--- config.mk ---
export PLATFORM = sky130hd
export DESIGN_NAME = macaw_mc
export DESIGN_NICKNAME = d
export VERILOG_FILES = /design/src/rtl/macaw_mc_pkg.sv /design/src/rtl/macaw_mc_flg_offset_gen.sv /design/src/rtl/macaw_mc.sv
export SDC_FILE = /design/constraint.sdc
export NUM_CORES = 2
export LEC_CHECK = 0
export CAP_MARGIN = 0
export CORE_ASPECT_RATIO = 1.75
export CORE_MARGIN = 5
export CORE_UTILIZATION = 60
export DETAILED_ROUTE_END_ITERATION = 6
export MAX_ROUTING_LAYER = met4
export PLACE_DENSITY = 0.84
export SYNTH_ARGS = -nofsm -noshare
export SYNTH_HDL_FRONTEND = slang
export SYNTH_HIERARCHICAL = 1
export SYNTH_SLANG_ARGS = --single-unit
--- constraint.sdc ---
create_clock -name clk -period 11.3 [get_ports clk]
set_input_delay 2.26 -clock clk [delete_from_list [all_inputs] [get_ports clk]]
set_output_delay 2.26 -clock clk [all_outputs]
set_load 0.02 [all_outputs]
--- src/rtl/macaw_mc_pkg.sv ---
// Shared widths and arithmetic helpers for the macaw_mc sparse multi-channel MAC.
package macaw_mc_pkg;

   localparam int SAT_W = 64;

   function automatic int clog2(input int n);
      int r;
      r = 0;
      while ((1 << r) < n) r = r + 1;
      return r;
   endfunction

   // Room for 3*depth worst-case products without wrapping.
   function automatic int acc_width(input int data_w, input int depth);
      return 2 * data_w + clog2(3 * depth);
   endfunction

   localparam int DEF_DATA_WIDTH  = 8;
   localparam int DEF_BLOCK_DEPTH = 32;
   localparam int DEF_ACC_WIDTH   = acc_width(DEF_DATA_WIDTH, DEF_BLOCK_DEPTH);

   typedef struct packed {
      logic [SAT_W-1:0] val;
      logic             sat;
   } sat_res_t;

   // Operands arrive sign-extended to SAT_W; result is clamped to an acc_w-bit signed range.
   function automatic sat_res_t sat_add(input logic signed [SAT_W-1:0] acc,
                                        input logic signed [SAT_W-1:0] prod,
                                        input int                      acc_w);
      logic signed [SAT_W-1:0] sum;
      logic signed [SAT_W-1:0] hi;
      logic signed [SAT_W-1:0] lo;
      sat_res_t                res;
      sum     = acc + prod;
      hi      = (SAT_W'(1) << (acc_w - 1)) - SAT_W'(1);
      lo      = ~hi;
      res.val = sum;
      res.sat = 1'b0;
      if (sum > hi) begin
         res.val = hi;
         res.sat = 1'b1;
      end else if (sum < lo) begin
         res.val = lo;
         res.sat = 1'b1;
      end
      return res;
   endfunction

endpackage

--- src/rtl/macaw_mc_flg_offset_gen.sv ---
// Per-channel match walker: holds the joint non-zero mask and presents compressed
// buffer offsets for the lowest remaining match.
module macaw_mc_flg_offset_gen
   import macaw_mc_pkg::*;
#(
   parameter int BLOCK_DEPTH = 32,
   parameter int OFF_WIDTH   = clog2(BLOCK_DEPTH)
) (
   input  logic                   clk,
   input  logic                   rst_n,
   input  logic                   sta,
   input  logic [BLOCK_DEPTH-1:0] flg_act,
   input  logic [BLOCK_DEPTH-1:0] flg_wei,
   input  logic                   aw_val,
   output logic                   off_val,
   output logic [OFF_WIDTH-1:0]   off_act,
   output logic [OFF_WIDTH-1:0]   off_wei,
   output logic                   fnh,
   output logic                   take
);

   logic                   started;
   logic [BLOCK_DEPTH-1:0] mask_q;
   logic [BLOCK_DEPTH-1:0] act_q;
   logic [BLOCK_DEPTH-1:0] wei_q;
   logic [BLOCK_DEPTH-1:0] low;
   logic [BLOCK_DEPTH-1:0] below;

   function automatic logic [OFF_WIDTH-1:0] popcnt(input logic [BLOCK_DEPTH-1:0] v);
      logic [OFF_WIDTH-1:0] n;
      n = '0;
      for (int i = 0; i < BLOCK_DEPTH; i++) n = n + OFF_WIDTH'(v[i]);
      return n;
   endfunction

   always_ff @(posedge clk or negedge rst_n) begin
      if (!rst_n) begin
         started <= 1'b0;
         mask_q  <= '0;
         act_q   <= '0;
         wei_q   <= '0;
      end else if (sta) begin
         started <= 1'b1;
         mask_q  <= flg_act & flg_wei;
         act_q   <= flg_act;
         wei_q   <= flg_wei;
      end else if (take) begin
         mask_q  <= mask_q & ~low;
      end
   end

   // One-hot of the current match position; everything below it feeds the popcounts.
   assign low     = mask_q & (~mask_q + BLOCK_DEPTH'(1));
   assign below   = off_val ? (low - BLOCK_DEPTH'(1)) : '0;

   assign off_val = started & (|mask_q);
   assign fnh     = started & ~(|mask_q);
   assign off_act = popcnt(act_q & below);
   assign off_wei = popcnt(wei_q & below);
   assign take    = aw_val & off_val & ~sta;

endmodule

--- src/rtl/macaw_mc.sv ---
// macaw_mc: NUM_CH weight channels share one activation flag block; each channel walks
// its matches and accumulates the returned products with saturation.
module macaw_mc
   import macaw_mc_pkg::*;
#(
   parameter int DATA_WIDTH  = 8,
   parameter int BLOCK_DEPTH = 32,
   parameter int NUM_CH      = 4,
   parameter int OFF_WIDTH   = clog2(BLOCK_DEPTH),
   parameter int ACC_WIDTH   = acc_width(DATA_WIDTH, BLOCK_DEPTH)
) (
   input  logic                          clk,
   input  logic                          rst_n,
   input  logic                          sta,
   input  logic                          init_zero,
   input  logic [BLOCK_DEPTH-1:0]        flg_act,
   input  logic [NUM_CH*BLOCK_DEPTH-1:0] flg_wei,
   input  logic [NUM_CH*ACC_WIDTH-1:0]   acc_in,
   input  logic [NUM_CH*DATA_WIDTH-1:0]  act,
   input  logic [NUM_CH*DATA_WIDTH-1:0]  wei,
   input  logic [NUM_CH-1:0]             aw_val,
   output logic [NUM_CH-1:0]             off_val,
   output logic [NUM_CH*OFF_WIDTH-1:0]   off_act,
   output logic [NUM_CH*OFF_WIDTH-1:0]   off_wei,
   output logic [NUM_CH-1:0]             fnh,
   output logic                          done,
   output logic [NUM_CH*ACC_WIDTH-1:0]   acc_out,
   output logic [NUM_CH-1:0]             sat_flg
);

   logic armed_q;

   // Armed by sta, disarmed by the done it produces, so done pulses once per start.
   always_ff @(posedge clk or negedge rst_n) begin
      if (!rst_n)      armed_q <= 1'b0;
      else if (sta)    armed_q <= 1'b1;
      else if (done)   armed_q <= 1'b0;
   end

   assign done = armed_q & (&fnh);

   for (genvar c = 0; c < NUM_CH; c++) begin : g_ch
      logic                    take;
      logic [DATA_WIDTH-1:0]   a;
      logic [DATA_WIDTH-1:0]   w;
      logic [2*DATA_WIDTH-1:0] a_ext;
      logic [2*DATA_WIDTH-1:0] w_ext;
      logic [2*DATA_WIDTH-1:0] prod;
      logic [ACC_WIDTH-1:0]    acc_q;
      logic                    sat_q;
      sat_res_t                res;
      logic                    unused_hi;

      macaw_mc_flg_offset_gen #(
         .BLOCK_DEPTH (BLOCK_DEPTH),
         .OFF_WIDTH   (OFF_WIDTH)
      ) u_gen (
         .clk     (clk),
         .rst_n   (rst_n),
         .sta     (sta),
         .flg_act (flg_act),
         .flg_wei (flg_wei[c*BLOCK_DEPTH +: BLOCK_DEPTH]),
         .aw_val  (aw_val[c]),
         .off_val (off_val[c]),
         .off_act (off_act[c*OFF_WIDTH +: OFF_WIDTH]),
         .off_wei (off_wei[c*OFF_WIDTH +: OFF_WIDTH]),
         .fnh     (fnh[c]),
         .take    (take)
      );

      assign a     = act[c*DATA_WIDTH +: DATA_WIDTH];
      assign w     = wei[c*DATA_WIDTH +: DATA_WIDTH];
      assign a_ext = {{DATA_WIDTH{a[DATA_WIDTH-1]}}, a};
      assign w_ext = {{DATA_WIDTH{w[DATA_WIDTH-1]}}, w};
      // Low 2*DATA_WIDTH bits of the sign-extended product are the exact signed product.
      assign prod  = a_ext * w_ext;
      assign res   = sat_add({{(SAT_W-ACC_WIDTH){acc_q[ACC_WIDTH-1]}}, acc_q},
                             {{(SAT_W-2*DATA_WIDTH){prod[2*DATA_WIDTH-1]}}, prod},
                             ACC_WIDTH);
      assign unused_hi = ^res.val[SAT_W-1:ACC_WIDTH];

      always_ff @(posedge clk or negedge rst_n) begin
         if (!rst_n) begin
            acc_q <= '0;
            sat_q <= 1'b0;
         end else if (sta) begin
            acc_q <= init_zero ? '0 : acc_in[c*ACC_WIDTH +: ACC_WIDTH];
            sat_q <= 1'b0;
         end else if (take) begin
            acc_q <= res.val[ACC_WIDTH-1:0];
            sat_q <= sat_q | res.sat;
         end
      end

      assign acc_out[c*ACC_WIDTH +: ACC_WIDTH] = acc_q;
      assign sat_flg[c]                        = sat_q;
   end

endmodule

==> results.sh <==
export IMPL_tightestPinTransition_ns=1.17
export IMPL_reg2reg_from="g_ch[0].acc_q[4]"
export IMPL_finalHoldViolCount=0
export IMPL_multi_input_area_um2=30100
export IMPL_die_h_um=373
export IMPL_post_cts_repair_setup_buffers=0
export IMPL_synth_area_per_cell_um2=10.2
export IMPL_hpwl_um=116000
export IMPL_critPathLaunchType="flop"
export IMPL_clkLatencyLatePin_ns=0.63
export IMPL_ys_seq_area_frac=0.264
export IMPL_synth_most_common_cell="inv_1"
export IMPL_finalMaxSlewViolations=0
export IMPL_violations="design-rule violations"
export IMPL_clockBufferDepth=3
export IMPL_coreArea_um2=74900
export IMPL_grt_pass1_vias=39100
export IMPL_setup_tns_ns=0
export IMPL_synth_top_area_frac=0.270
export IMPL_initial_utilization=0.603
export IMPL_fin_nets=6059
export IMPL_htreeDepth=2
export IMPL_synth_edf_count=0
export IMPL_fin_skew_ns=0.0313
export IMPL_grt_usage=0.366
export IMPL_endpoint_kind="output pin"
export IMPL_post_route_period_util=0.954
export IMPL_r2r_end="g_ch[0].acc_q[5]"
export IMPL_first_iter_violations=2866
export IMPL_viasPerCell=6.09
export IMPL_rows=133
export IMPL_grt_max_degree=152
export IMPL_status="finished with violations"
export IMPL_ant_nets=0
export IMPL_grt_pass1_wl_um=221000
export IMPL_synth_area_leaders="fa_1, dfrtp_1, ha_1"
export IMPL_root_buffer="clkbuf_16"
export IMPL_routed_wl_um=143000
export IMPL_drc=1
export IMPL_yosys_warnings=6
export IMPL_ys_flop_type="dfrtp_1"
export IMPL_overflow=0
export IMPL_cts_sinks=477
export IMPL_critPathMostFrequentCell="fa_1"
export IMPL_worstPathArrival_ns=8.52
export IMPL_boundaryPins=469
export IMPL_async_flop_share=1.00
export IMPL_port_buffers=468
export IMPL_rsz0062_at_grt="false"
export IMPL_cts_buffers=48
export IMPL_cp_slowest_cell="o41ai_4"
export IMPL_antenna_found_initial=36
export IMPL_crit_cells=20
export IMPL_drv_cap=0
export IMPL_fmax_ghz=0.0927
export IMPL_syn_area_um2=45200
export IMPL_path_clk_slew_ns=0.07
export IMPL_cp_max_fo=14
export IMPL_drt_first_pass_iters=7
export IMPL_min_period_ns=10.78
export IMPL_hp_class="flop to flop"
export IMPL_crit_start="g_ch[1].u_gen/mask_q[0]"
export IMPL_critPathMaxStageDelay_ns=0.69
export IMPL_crit_family="adder cells"
export IMPL_cp_buffers_inverters=4
export IMPL_max_slew_margin_rel=0.211
export IMPL_final_layout_size_suffix_gt1_frac=0.0891
export IMPL_cp_required_ns=9.04
export IMPL_cts_tree="yes"
export IMPL_die_area_um2=81100
export IMPL_setup_violations=0
export IMPL_worstPathCellList="or3_1 > or4_1 > o41ai_4 > nor2_1 > nand3_1 > fa_1 > inv_1 > fa_1 > inv_1 > fa_1 > fa_1 > fa_1 > inv_1 > fa_1 > fa_1 > fa_1 > a21o_1 > a21oi_1 > xnor2_1 > clkdlybuf4s50_1"
export IMPL_synth_area_leader_cell="fa_1"
export IMPL_crit_path_end="off_wei[9]"
export IMPL_ys_seq_elements=477
export IMPL_ctsHoldBuffers=0
export IMPL_area_growth_pct=16.5
export IMPL_vias=35700
export IMPL_gp_routability_congestion=1.02
export IMPL_ff2ff_setup_slack_ns=4.82
export IMPL_synthDistinctLibCells=94
export IMPL_num_fill_cells=5557
export IMPL_reg2regPathDepth=21
export IMPL_netlist_instances=4417
export IMPL_layout_area_seq_um2=11900
export IMPL_ys_top_cells_by_count="inv_1, fa_1, dfrtp_1"
export IMPL_critical_path_class="flop to output pin"
export IMPL_fp_dieW_um=217
export IMPL_wl_per_cell_um=24.4
## worst min-delay path by stage
stage                           startpoint                     end  slack (ns)  depth (start not counted)
floorplan                          armed_q                 armed_q        0.45                          1
global placement                   armed_q                 armed_q        0.46                          1
detailed placement                 armed_q                 armed_q        0.48                          1
global route        g_ch[2].u_gen/act_q[1]  g_ch[2].u_gen/act_q[1]        0.51                          1
finish                             armed_q                 armed_q        0.50                          1
CTS                                armed_q                 armed_q        0.50                          1
## layer usage
layer	vias to the layer above	routed length, µm	track usage
met5	-	0	-
met2	1586	71400	0.610
li1	15600	-	-
met4	0	12600	0.247
met3	510	11100	0.0803
met1	18000	48000	0.389
## cell families after synthesis
family                   after synthesis  share of synthesized area
XOR/XNOR                             110                     0.0223
AND/OR/NAND/NOR                     1229                      0.139
multiplexers                         249                     0.0621
AO/OA/AOI/OAI                        648                     0.0960
adder cells (fa/ha/maj)              888                      0.347
flip-flops                           477                      0.264
buffers and inverters                812                     0.0694
other                                  4                   0.000332
## cells in the final DEF, fill, tap and decap left out, types with 11 or more instances in the layout
cell / synthesis / layout
xnor2_1: 69 / 69
and3_1: 86 / 86
clkdlybuf4s50_1: 0 / 466
nor3_1: 68 / 63
o31ai_1: 14 / 14
or3_1: 16 / 16
nand3_1: 172 / 172
a31oi_1: 76 / 76
a221oi_2: 12 / 12
xor2_1: 37 / 37
nor3b_1: 12 / 12
or2_2: 12 / 12
nand4b_1: 12 / 12
nor4_1: 31 / 31
buf_4: 5 / 30
and2_1: 150 / 150
a22oi_1: 42 / 42
diode_2: 0 / 41
mux2_2: 248 / 248
a21oi_1: 185 / 185
nor2b_1: 13 / 12
inv_1: 679 / 679
fa_1: 608 / 608
nand3b_1: 18 / 18
o211ai_1: 13 / 13
a211oi_1: 21 / 21
o311ai_0: 12 / 12
a21o_1: 51 / 51
nand2_1: 315 / 315
nor2_1: 235 / 235
dfrtp_1: 477 / 477
ha_1: 280 / 280
or4_1: 15 / 15
o21ai_0: 112 / 112
nand2b_1: 21 / 21
nand4_1: 19 / 19
o21ai_1: 11 / 11
clkbuf_16: 0 / 48
## registers in the layout, indices dropped and copies added (netlist names)
name and flops:
g_ch.u_gen/mask_q 128, g_ch.u_gen/act_q 124, g_ch.u_gen/wei_q 124, g_ch.acc_q 92, g_ch.sat_q 4, g_ch.u_gen/started 4, armed_q 1
## cell type report
cell class                      count  area share
Inverter                          687      0.0490
Multi-Input combinational cell   3132       0.573
Antenna cell                       41     0.00195
Tap cell                          945      0.0225
Sequential cell                   477       0.227
Timing Repair Buffer              501      0.0946
Clock buffer                       60      0.0252
Clock inverter                     24     0.00723
## repair_timing
action | CTS | global route
resized for setup | 0 | 2
setup endpoints to repair | 0 | 2
endpoints found under the hold margin | 0 | 0
## worst reg2reg max path, stage by stage (launching register included)
cell      delay [ns]
dfrtp_1         0.50
inv_1           0.11
fa_1            0.54
inv_1           0.06
fa_1            0.46
ha_1            0.29
inv_1           0.05
fa_1            0.55
inv_1           0.05
ha_1            0.28
ha_1            0.20
inv_1           0.07
fa_1            0.38
nand2b_1        0.20
a21oi_1         0.26
o21ai_1         0.17
o31ai_2         0.37
a311o_1         0.28
xnor2_2         0.10
a21oi_1         0.85
nand2_1         0.39
o21ai_0         0.26
## stage by stage
| step | hold slack [ns] | cells | instance area, µm² | worst slack (ns) | utilization |
|---|---|---|---|---|---|
| global route | 0.514 | 5861 | 52600 | 0.114 | 0.703 |
| detailed placement | 0.484 | 5742 | 50800 | 1.08 | 0.678 |
| finish | 0.498 | 5867 | 52600 | 0.517 | 0.703 |
| floorplan | 0.450 | 4421 | 45200 | 2.17 | - |
| CTS | 0.499 | 5826 | 52500 | 0.378 | 0.701 |
| global placement | 0.460 | 5742 | 50800 | 1.23 | 0.678 |
Power is not shown: default switching activity piles up to over one toggle a cycle in this logic, so the estimate is an artifact.
